<file path="config.mk">
export PLATFORM = sky130hd
export DESIGN_NAME = ser_word_capture
export DESIGN_NICKNAME = d
export VERILOG_FILES = /design/src/rtl/ser_pkg.sv /design/src/rtl/d_en_ff.sv /design/src/rtl/ser_word_capture.sv
export SDC_FILE = /design/constraint.sdc
export NUM_CORES = 1
export LEC_CHECK = 0
export CORE_AREA = 2 2 60 62
export DETAILED_ROUTE_END_ITERATION = 7
export DIE_AREA = 0 0 62 64
export SLEW_MARGIN = 40
export SYNTH_ARGS = -nofsm -noshare
export SYNTH_HDL_FRONTEND = slang
export SYNTH_SLANG_ARGS = --single-unit
</file>
<file path="constraint.sdc">
create_clock -name clk -period 2.35 [get_ports clk]
set_clock_uncertainty 0.2 [all_clocks]
set_input_delay 0.47 -clock clk [delete_from_list [all_inputs] [get_ports clk]]
set_output_delay 0.47 -clock clk [all_outputs]
set_load 0.05 [all_outputs]
</file>
<file path="src/rtl/ser_pkg.sv">
// Shared types and framing constants for the serial word capture stage.
package ser_pkg;

  typedef enum logic [1:0] {
    IDLE  = 2'd0,
    SHIFT = 2'd1,
    STOP  = 2'd2
  } state_t;

  localparam logic START_BIT = 1'b0;
  localparam logic STOP_BIT  = 1'b1;

endpackage

</file>
<file path="src/rtl/d_en_ff.sv">
// Enabled D flop with asynchronous active-low clear; one bit of a register bank.
module d_en_ff (
  input  logic clk,
  input  logic CLRN,
  input  logic EN,
  input  logic D,
  output logic q
);

  always_ff @(posedge clk or negedge CLRN) begin
    if (!CLRN)   q <= 1'b0;
    else if (EN) q <= D;
  end

endmodule

</file>
<file path="src/rtl/ser_word_capture.sv">
// Serial-to-parallel capture: start bit, WIDTH data bits LSB first, stop bit.
// Presents the word with a rdy/ack handshake and sticky framing/overrun flags.
module ser_word_capture
  import ser_pkg::*;
#(
  parameter int WIDTH = 8
) (
  input  logic             clk,
  input  logic             CLR,
  input  logic             sdata,
  input  logic             sen,
  input  logic             ack,
  input  logic             clr_err,
  output logic [WIDTH-1:0] word,
  output logic             rdy,
  output logic             ferr,
  output logic             ovr,
  output logic             busy
);

  localparam int CW = (WIDTH > 1) ? $clog2(WIDTH) : 1;

  state_t           state_q, state_d;
  logic [CW-1:0]    bitcnt_q, bitcnt_d;
  logic [WIDTH-1:0] shreg_q, shreg_d;
  logic             rdy_q, rdy_d;
  logic             ferr_q, ferr_d;
  logic             ovr_q, ovr_d;
  logic             load, ovr_ev, ferr_ev;

  always_comb begin
    state_d  = state_q;
    bitcnt_d = bitcnt_q;
    shreg_d  = shreg_q;
    load     = 1'b0;
    ovr_ev   = 1'b0;
    ferr_ev  = 1'b0;
    case (state_q)
      IDLE: begin
        if (sen && sdata == START_BIT) begin
          state_d  = SHIFT;
          bitcnt_d = '0;
        end
      end
      SHIFT: begin
        if (sen) begin
          shreg_d[bitcnt_q] = sdata;
          // Hold the counter on the last bit so it never wraps inside a frame.
          if (bitcnt_q == CW'(WIDTH - 1)) state_d = STOP;
          else                            bitcnt_d = bitcnt_q + 1'b1;
        end
      end
      STOP: begin
        if (sen) begin
          state_d = IDLE;
          if (sdata == STOP_BIT) begin
            if (rdy_q) ovr_ev = 1'b1;
            else       load   = 1'b1;
          end else begin
            ferr_ev = 1'b1;
          end
        end
      end
      default: state_d = IDLE;
    endcase
  end

  // Load beats a coincident ack; error events beat a coincident clear.
  always_comb begin
    rdy_d  = load    ? 1'b1 : (ack     ? 1'b0 : rdy_q);
    ferr_d = ferr_ev ? 1'b1 : (clr_err ? 1'b0 : ferr_q);
    ovr_d  = ovr_ev  ? 1'b1 : (clr_err ? 1'b0 : ovr_q);
  end

  always_ff @(posedge clk or posedge CLR) begin
    if (CLR) begin
      state_q  <= IDLE;
      bitcnt_q <= '0;
      shreg_q  <= '0;
      rdy_q    <= 1'b0;
      ferr_q   <= 1'b0;
      ovr_q    <= 1'b0;
    end else begin
      state_q  <= state_d;
      bitcnt_q <= bitcnt_d;
      shreg_q  <= shreg_d;
      rdy_q    <= rdy_d;
      ferr_q   <= ferr_d;
      ovr_q    <= ovr_d;
    end
  end

  for (genvar i = 0; i < WIDTH; i++) begin : g_word
    d_en_ff u_ff (
      .clk  (clk),
      .CLRN (~CLR),
      .EN   (load),
      .D    (shreg_q[i]),
      .q    (word[i])
    );
  end

  assign rdy  = rdy_q;
  assign ferr = ferr_q;
  assign ovr  = ovr_q;
  assign busy = (state_q != IDLE);

endmodule

</file>
==> out/results.txt <==
Drt via density: 4.55
Leak: 0.644 nW
Mapped cell area: 1160 µm²
Post-cts resize count: 0
Placed Cells incl. Taps: 150
Syn Nets: 103
Power density cells: 951 nW/µm²
Largest net degree at the start of global routing: 25
Max clock buf depth: 2
Vias in the first global route: 694
Max-slew violation count: 0
Post-synth EDFFs: 0
Slowest cell on crit path: clkdlybuf4s50_1
Crit path largest cell delay: 0.81 ns
PortBufs: 17
Area grow syn2layout: 20.5%
Cell row count: 21
Root Buffer: clkbuf_4
Status: completed
Final hold vios: 0
Worst slew pin tran: 0.493 ns
Total GRT Usage: 0.108
Buffers & Inverters on Critical Path: 1
Post-CTS setup buffer count: 0
Cell chain of the critical path: clkdlybuf4s50_1
Reg clk slew, reported paths: 0.13 ns
Slew HR: 0.670
FF+latch count, synth: 24
Post-synth cell types: 25
Iteration count of the initial detailed-routing pass: 2
I/O pin cnt: 18
Setup TNS: 0 ns
FFs w/ async S/R, synth: 1.00
HPWL after DPL: 1.31 mm
Global-route wire length before repair: 3.11 mm
Sequential area share after synthesis: 0.518
RSZ-0062 raised after global routing: false
Total die area: 3970 µm²
Initial DRC count: 7
Initial antenna violation count: 0
Sequential Area: 601 µm²
Top Usage Layer GRT: met2
N_diodes: 0
Layout cells sized above 1: 0.148
M1 GR Usage: 0.135
Post-route insts no fill: 154
Critical path required time: 1.68 ns
VDD IR max: 266 µV
H-tree depth: 1
Routed WL: 1.80 mm
Core Area: 3280 µm²
Crit path time final: 2.20 ns
CTS Buf Count: 3
Routed vias: 700
Total grt overflow: 0
CP delay by family, top: buffers and inverters
Final setup fails: 0
Synth Area per Inst: 12.2 µm²
Global routing met3 resource utilization: 0.0142
CTS tree: yes
CP Class: flip-flop to primary output
Met2 Use GR: 0.171
# clock sinks: 24
Max-cap violations: 0
Crit-path max FO: 3
# hold bufs at CTS: 0
Fmax: 0.455 GHz
Detailed-route wire length per cell: 11.7 µm
Die span in x: 62 µm
Clk Latency, worst-skew pair: 0.32 ns
Crit path arrival time: 1.53 ns
HP Class: input port to asynchronous set/reset pin
GP Congestion: 0.835
Syn Inst Count: 95
Setup crit end kind: primary output
Tcrit/Tclk final: 0.936
Syn. warnings: 0
Drt drc: 0
Initial Util: 0.353
Most frequent cells in the layout: dfrtp_1 (24), mux2_1 (16), clkdlybuf4s50_1 (16)
Main synth FF type: dfrtp_1
Critical path launch point type: flip-flop
Post-route ant nets: 0
Final #Nets: 117
Multi-input logic area: 449 µm²
Die Y: 64 µm
Commonest non-fill, non-tap cell in the layout: dfrtp_1
Total power: 0.00133 W
Number of fill cells: 327
==> Yosys cell counts (2+ instances only) <==
cell type,number,area (µm²)
buf_4,8,60.1
mux2_4,4,60.1
nand3b_1,2,15.0
clkbuf_1,3,11.3
nand4b_1,2,17.5
nor3b_1,2,15.0
dfrtp_1,24,601
ha_1,2,25.0
inv_1,7,26.3
mux2_1,16,180
nor2_1,7,26.3
nand2_1,4,15.0
o22ai_1,2,12.5
==> per-layer routing <==
| metal | part of all wire | routed length [µm] | vias up |
|---|---|---|---|
| li1 | - | - | 342 |
| met2 | 0.51 | 923 | 12 |
| met3 | 0.031 | 55 | 4 |
| met4 | 0.026 | 46 | 0 |
| met1 | 0.43 | 772 | 342 |
| met5 | 0 | 0 | - |
==> sequential cells by signal (all words and copies together) (netlist names) <==
signal	flops
state_q	2
shreg_q	8
ovr	1
bitcnt_q	3
ferr	1
rdy	1
g_word.u_ff.q	8
==> per-stage QoR <==
stage / hold WS, ns / setup WS, ns / util / area (µm²)
CTS: 0.282 / 0.139 / 0.425 / 1400
floorplan: 0.254 / 0.358 / - / 1160
detailed placement: 0.275 / 0.109 / 0.409 / 1340
global route: 0.311 / 0.0770 / 0.425 / 1400
finish: 0.271 / 0.150 / 0.425 / 1400
global placement: 0.266 / 0.133 / 0.409 / 1340
==> layout make-up <==
cell class	instances	share of cell area
Clock inverter	1	0.0215
Sequential cell	24	0.430
Tap cell	46	0.0412
Clock buffer	3	0.0161
Multi-Input combinational cell	52	0.322
Timing Repair Buffer	21	0.151
Inverter	7	0.0188
==> logic make-up after synthesis <==
family          after synthesis  share of synthesized area
buf+inv                      19                     0.0940
fa+ha+maj                     2                     0.0216
flops                        24                      0.518
simple gates                 25                      0.127
compound gates                5                     0.0313
mux                          20                      0.207
==> final timing paths <==
check	start	to	slack (ns)	depth (start not counted)
max in group asynchronous	CLR	rdy	1.45	3
min in group clk	shreg_q[5]	shreg_q[5]	0.30	1
min	CLR	shreg_q[1]	0.27	3
max	rdy	rdy	0.15	1
min reg2reg	shreg_q[5]	shreg_q[5]	0.30	1
max reg2reg	bitcnt_q[0]	bitcnt_q[1]	0.25	5
==> where the power goes <==
group	total, W	leakage, nW	internal, W	switching (W)
Combinational	0.000424	0.301	0.000217	0.000207
Clock	0.000297	0.0279	0.000173	0.000125
Sequential	0.000606	0.315	0.000521	0.0000853
==> tightest hold or removal path: stages <==
cell and delay (ns):
clkdlybuf4s50_1 0.39, inv_1 0.05, buf_4 0.29
(Power assumes the default switching activity.)
